## config.mk

```make
export PLATFORM = sky130hd
export DESIGN_NAME = dvs_multi_event_to_ravens
export DESIGN_NICKNAME = d
export VERILOG_FILES = /design/src/rtl/dvs_multi_event_to_ravens.sv
export SDC_FILE = /design/constraint.sdc
export NUM_CORES = 1
export LEC_CHECK = 0
export ABC_CLOCK_PERIOD_IN_PS = 3700
export CORE_ASPECT_RATIO = 0.9
export CORE_UTILIZATION = 47
export CTS_CLUSTER_DIAMETER = 200
export DETAILED_ROUTE_END_ITERATION = 8
export HOLD_SLACK_MARGIN = 0.03
export PLACE_DENSITY = 0.82
export SYNTH_ARGS = -nofsm -noshare
export SYNTH_HDL_FRONTEND = slang
export SYNTH_SLANG_ARGS = --single-unit
```

## constraint.sdc

```tcl
create_clock -name clk -period 3.7 [get_ports clk]
set_clock_uncertainty 0.1 [all_clocks]
set_input_delay 1.11 -clock clk [delete_from_list [all_inputs] [get_ports clk]]
set_output_delay 1.11 -clock clk [all_outputs]
set_load 0.01 [all_outputs]
```

## src/rtl/dvs_multi_event_to_ravens.sv

```systemverilog
// Multi-channel DVS event reader: polls per-channel event FIFOs round-robin
// over a request/grant bus, buffers the events, and releases each one as a
// {channel, event} packet once its timestamp is due. Release is in order.

package dvs_ravens_pkg;
    localparam int EVENT_BITS        = 32;
    localparam int TIMESTAMP_US_BITS = 16;
endpackage

module dvs_multi_event_to_ravens #(
    parameter int NUM_CH        = 4,
    parameter int EVENT_BITS    = dvs_ravens_pkg::EVENT_BITS,
    parameter int TS_BITS       = dvs_ravens_pkg::TIMESTAMP_US_BITS,
    parameter int BUF_DEPTH     = 4,
    parameter int GRANT_TIMEOUT = 15,
    localparam int CH_BITS      = (NUM_CH > 1) ? $clog2(NUM_CH) : 1
) (
    input  logic                          clk,
    input  logic                          rst,
    input  logic [NUM_CH-1:0]             fifo_grant,
    input  logic [NUM_CH*EVENT_BITS-1:0]  fifo_event,
    input  logic [TS_BITS-1:0]            time_us,
    output logic [NUM_CH-1:0]             fifo_req,
    output logic [NUM_CH-1:0]             fifo_rd_en,
    output logic                          pkt_valid,
    input  logic                          pkt_ready,
    output logic [CH_BITS+EVENT_BITS-1:0] pkt_data
);

    localparam int PTR_BITS  = $clog2(BUF_DEPTH);
    localparam int CNT_BITS  = PTR_BITS + 1;
    localparam int WAIT_BITS = (GRANT_TIMEOUT > 0) ? $clog2(GRANT_TIMEOUT + 1) : 1;

    localparam logic [CNT_BITS-1:0]  GUARD    = CNT_BITS'(BUF_DEPTH - 1);
    localparam logic [CNT_BITS-1:0]  CNT_ONE  = CNT_BITS'(1);
    localparam logic [WAIT_BITS-1:0] WAIT_MAX = WAIT_BITS'(GRANT_TIMEOUT);
    localparam logic [CH_BITS-1:0]   LAST_CH  = CH_BITS'(NUM_CH - 1);
    localparam logic [NUM_CH-1:0]    ONE_HOT0 = NUM_CH'(1);

    typedef enum logic [1:0] {IDLE, REQ, READ_CTRL, READ} state_t;

    typedef struct packed {
        logic [CH_BITS-1:0]    ch;
        logic [EVENT_BITS-1:0] ev;
    } entry_t;

    state_t                state;
    logic [CH_BITS-1:0]    ch;
    logic [CH_BITS-1:0]    next_ch;
    logic [WAIT_BITS-1:0]  wait_cnt;
    logic [EVENT_BITS-1:0] rd_event;

    entry_t                buf_mem [BUF_DEPTH];
    logic [PTR_BITS-1:0]   wr_ptr;
    logic [PTR_BITS-1:0]   rd_ptr;
    logic [CNT_BITS-1:0]   count;
    logic                  wr;

    logic                  xfer;
    logic [PTR_BITS-1:0]   cand_idx;
    logic                  cand_avail;
    entry_t                cand;
    logic [TS_BITS-1:0]    cand_age;
    logic                  cand_due;

    // Channel pointer successor and the selected channel's event word
    always_comb begin
        next_ch  = (ch == LAST_CH) ? '0 : ch + 1'b1;
        rd_event = fifo_event[int'(ch)*EVENT_BITS +: EVENT_BITS];
        wr       = (state == READ);
    end

    // Reader FSM; request/read-enable are registered alongside the state
    always_ff @(posedge clk or posedge rst) begin
        if (rst) begin
            state      <= IDLE;
            ch         <= '0;
            wait_cnt   <= '0;
            fifo_req   <= '0;
            fifo_rd_en <= '0;
        end else begin
            fifo_rd_en <= '0;
            case (state)
                IDLE: begin
                    // the presented packet still counts, so one slot is always
                    // left for the single read that can be in flight
                    if (count < GUARD) begin
                        state    <= REQ;
                        wait_cnt <= '0;
                        fifo_req <= ONE_HOT0 << ch;
                    end
                end
                REQ: begin
                    if (fifo_grant[ch]) begin
                        state      <= READ_CTRL;
                        fifo_req   <= '0;
                        fifo_rd_en <= ONE_HOT0 << ch;
                    end else if (wait_cnt == WAIT_MAX) begin
                        state    <= IDLE;
                        fifo_req <= '0;
                        ch       <= next_ch;
                    end else begin
                        wait_cnt <= wait_cnt + 1'b1;
                    end
                end
                READ_CTRL: state <= READ;
                READ: begin
                    state <= IDLE;
                    ch    <= next_ch;
                end
                default: state <= IDLE;
            endcase
        end
    end

    // Spike buffer storage; written as the FSM leaves READ
    always_ff @(posedge clk) begin
        if (wr) buf_mem[wr_ptr] <= '{ch: ch, ev: rd_event};
    end

    // Next release candidate: the head, or the entry behind it when the head
    // is leaving this cycle. Age is wrap-aware: due when time_us - ts lands in
    // the lower half of the timestamp range.
    always_comb begin
        xfer       = pkt_valid && pkt_ready;
        cand_idx   = xfer ? rd_ptr + 1'b1 : rd_ptr;
        cand_avail = xfer ? (count > CNT_ONE) : (count != '0);
        cand       = buf_mem[cand_idx];
        cand_age   = time_us - cand.ev[TS_BITS-1:0];
        cand_due   = ~cand_age[TS_BITS-1];
    end

    // Buffer pointers/occupancy and the registered packet stage; the head
    // stays in the buffer until it is accepted downstream
    always_ff @(posedge clk or posedge rst) begin
        if (rst) begin
            wr_ptr    <= '0;
            rd_ptr    <= '0;
            count     <= '0;
            pkt_valid <= 1'b0;
            pkt_data  <= '0;
        end else begin
            if (wr)   wr_ptr <= wr_ptr + 1'b1;
            if (xfer) rd_ptr <= rd_ptr + 1'b1;
            case ({wr, xfer})
                2'b10:   count <= count + 1'b1;
                2'b01:   count <= count - 1'b1;
                default: count <= count;
            endcase
            if (!pkt_valid || xfer) begin
                pkt_valid <= cand_avail && cand_due;
                if (cand_avail && cand_due) pkt_data <= cand;
            end
        end
    end

endmodule

```

==> impl_metrics.yaml <==
status:
  outcome: "finished with violations"
  violations: "design-rule violations, negative setup slack"
drt:
  drt_iter0_drc: 773
  wl_per_cell_um: 20.5
  totalWireLength_mm: 23.9
  postRouteAntennaNets: 0
  first_pass_iters: 7
  drc: 16
  vias: 6950
  viasPerCell: 5.96
setup_path:
  path_max_fanout: 18
  cp_slowest_cell: "o22a_2"
  cp.buffers_inverters: 5
  crit_path_max_incr_delay_ns: 0.33
  critPathKind: "in2reg"
  crit_chain: "buf_12 -> nand2_8 -> inv_6 -> o22a_2 -> buf_4 -> o221ai_1 -> ha_1 -> and2_1 -> o2111a_1 -> o31a_1 -> a2111oi_4 -> buf_4 -> mux2_4 -> buf_12 -> o2bb2ai_1"
  worstPathRequired_ns: 3.91
  critPathLaunchType: "input pin"
  critical-path-top-delay-family: "compound AO/OA/AOI/OAI gates"
  endpoint_kind: "flip-flop"
  crit_arrival_ns: 3.97
global_route:
  grt_pass1_wl_mm: 38.0
  grt_antenna_before_repair: 0
  track_usage: 0.241
  grt_overflow: 0
  first_global_vias: 7086
  grt_max_degree: 44
sta:
  fin_crit_ns: 3.76
  fin_ws_ns: -0.0552
  final_max_slew_viol_count: 0
  fin_hold_ws_ns: 0.397
  min_period_over_period: 1.01
  finalSetupViolCount: 27
  rsz0062_at_grt: "true"
  timing.final.hold_violations: 0
  max_clock_freq_ghz: 0.266
  relSlewSlack: 0.340
  worst_pin_slew_ns: 0.990
pwr:
  p_per_area_mw_per_mm2: 893
  p_leak_nw: 4.71
  power_mw: 11.5
  irDropWorstVdd_v: 0.000523
die:
  die_area_mm2: 0.0208
  rows: 48
  fp.dieH_um: 137
  core_area_mm2: 0.0195
  start_util: 0.488
  die_width_um: 152
  io_pins: 194
logic_synthesis:
  synth_cells: 689
  syn_area_mm2: 0.00952
  ys_warn_count: 0
  synth_seq_cells: 194
  avgSynthCellArea_um2: 13.8
  yosysUniqueCellTypes: 48
  syn-num-nets: 868
  synth_seq_area_share: 0.582
  synth_edf_count: 136
  synthFlopType: "edfxtp_1"
  async_flop_share: 0.299
cts:
  insertion_delay_ns: 0.44
  clk_pin_slew_ns: 0.07
  h-tree-depth: 4
  ctsRootBufferMaster: "clkbuf_16"
  clockBufferDepth: 2
  clock_sinks: 194
  cts_hold_buf: 0
  cts_buffers: 17
  cts_tree: "yes"
min_path:
  hp-class: "reg2reg"
run:
  max_cap_viol_count: 0
placed_design:
  io_buffers: 193
  place_ws_ns: -1.00
  place_hpwl_mm: 15.8
  gp_congestion: 0.773
finish:
  final_nets: 1083
  antenna-diode-count: 0
  fillCellCount: 1325
  fin_util: 0.659
  drive_above_1_share: 0.205
  area.growth.synth_to_final_pct: 35.2
  final_common_cell: "clkdlybuf4s50_1"
  layout_common_cells: "clkdlybuf4s50_1, edfxtp_1, o21ai_0"
## registers in the layout, indices dropped and copies added, names as in the netlist, named ones only
| signal | flops |
|---|---|
| pkt_data | 34 |
| fifo_req | 4 |
| rd_ptr | 2 |
| count | 3 |
| wait_cnt | 4 |
| fifo_rd_en | 4 |
| pkt_valid | 1 |
| state | 1 |
| wr_ptr | 2 |
| buf_mem | 136 |
| ch | 2 |
## worst paths after layout
path / cells after the start / slack [ns] / startpoint / endpoint
worst min-delay path: 1 / 0.40 / pkt_data[33] / pkt_data[33]
worst max-delay path: 15 / -0.06 / pkt_ready / pkt_data[19]
min in group asynchronous: 2 / 0.99 / rst / count[2]
max in group asynchronous: 3 / 1.90 / rst / ch[1]
worst min register to register: 1 / 0.40 / pkt_data[33] / pkt_data[33]
worst max register to register: 13 / 0.10 / pkt_valid / pkt_data[19]
## power by group
part           internal, mW  switching, mW
Clock                 0.946          0.799
Combinational          3.12           3.14
Sequential             3.12          0.365
## what timing repair did
item,4_1_cts,5_1_grt
resized for setup,25,7
setup buffers,4,4
endpoints found under the setup margin,35,35
gates cloned,2,0
pin swaps,7,7
## logic make-up (layout without fill, tap and decap cells)
logic type,count (synthesis),after routing,synth area share
fa+ha+maj,28,28,0.0368
xor+xnor,9,9,0.0118
mux,92,92,0.146
compound gates,162,162,0.116
simple gates,126,126,0.0726
flops,194,194,0.582
buf+inv,78,306,0.0351
## through the flow
stage,std cells,instance area [µm²],setup TNS (ns)
global placement,1125,12000,-30.48
global route,1167,12900,-3.33
floorplan,689,9640,-5.00
finish,1167,12900,-0.378
detailed placement,1125,12000,-33.48
CTS,1163,12800,-1.22
## cells in the mapped netlist (2+ instances only)
| cell type | n | area, µm² |
|---|---|---|
| o22ai_1 | 26 | 163 |
| a21oi_1 | 9 | 45.0 |
| nand4_1 | 3 | 18.8 |
| edfxtp_1 | 136 | 4080 |
| nor3_1 | 26 | 130 |
| a22o_1 | 4 | 35.0 |
| o21ai_0 | 61 | 305 |
| ha_1 | 28 | 350 |
| nand2b_1 | 5 | 31.3 |
| clkbuf_1 | 30 | 113 |
| buf_4 | 2 | 15.0 |
| nor3b_1 | 25 | 188 |
| inv_1 | 25 | 93.8 |
| nand3_1 | 21 | 105 |
| mux4_2 | 34 | 766 |
| nand2_1 | 25 | 93.8 |
| o221ai_1 | 32 | 280 |
| o211ai_1 | 2 | 15.0 |
| dfrtp_1 | 58 | 1450 |
| o2bb2ai_1 | 18 | 158 |
| xor2_1 | 2 | 17.5 |
| buf_2 | 4 | 20.0 |
| and3_1 | 9 | 56.3 |
| buf_6 | 2 | 22.5 |
| and4_1 | 2 | 17.5 |
| buf_1 | 13 | 48.8 |
| xnor2_1 | 4 | 35.0 |
| a21o_1 | 2 | 15.0 |
| mux2i_1 | 28 | 280 |
| nor2_1 | 7 | 26.3 |
| mux2_2 | 29 | 327 |
## area by class of cell
cell class	instances	area (µm²)	share of cell area
clock buffer	22	487	0.0378
clock inverter	10	72.6	0.00564
inverter	26	103	0.00798
multi-input combinational	417	3880	0.301
sequential	194	5540	0.431
tap	250	313	0.0243
timing repair buffer	248	2470	0.192
## layer usage
metal,routed length [µm],share of wire,track usage
met1,9660,0.40,0.314
met2,11900,0.50,0.413
met3,2080,0.087,0.0538
met4,297,0.012,0.0590
met5,0,0,0
(Power assumes the default switching activity.)
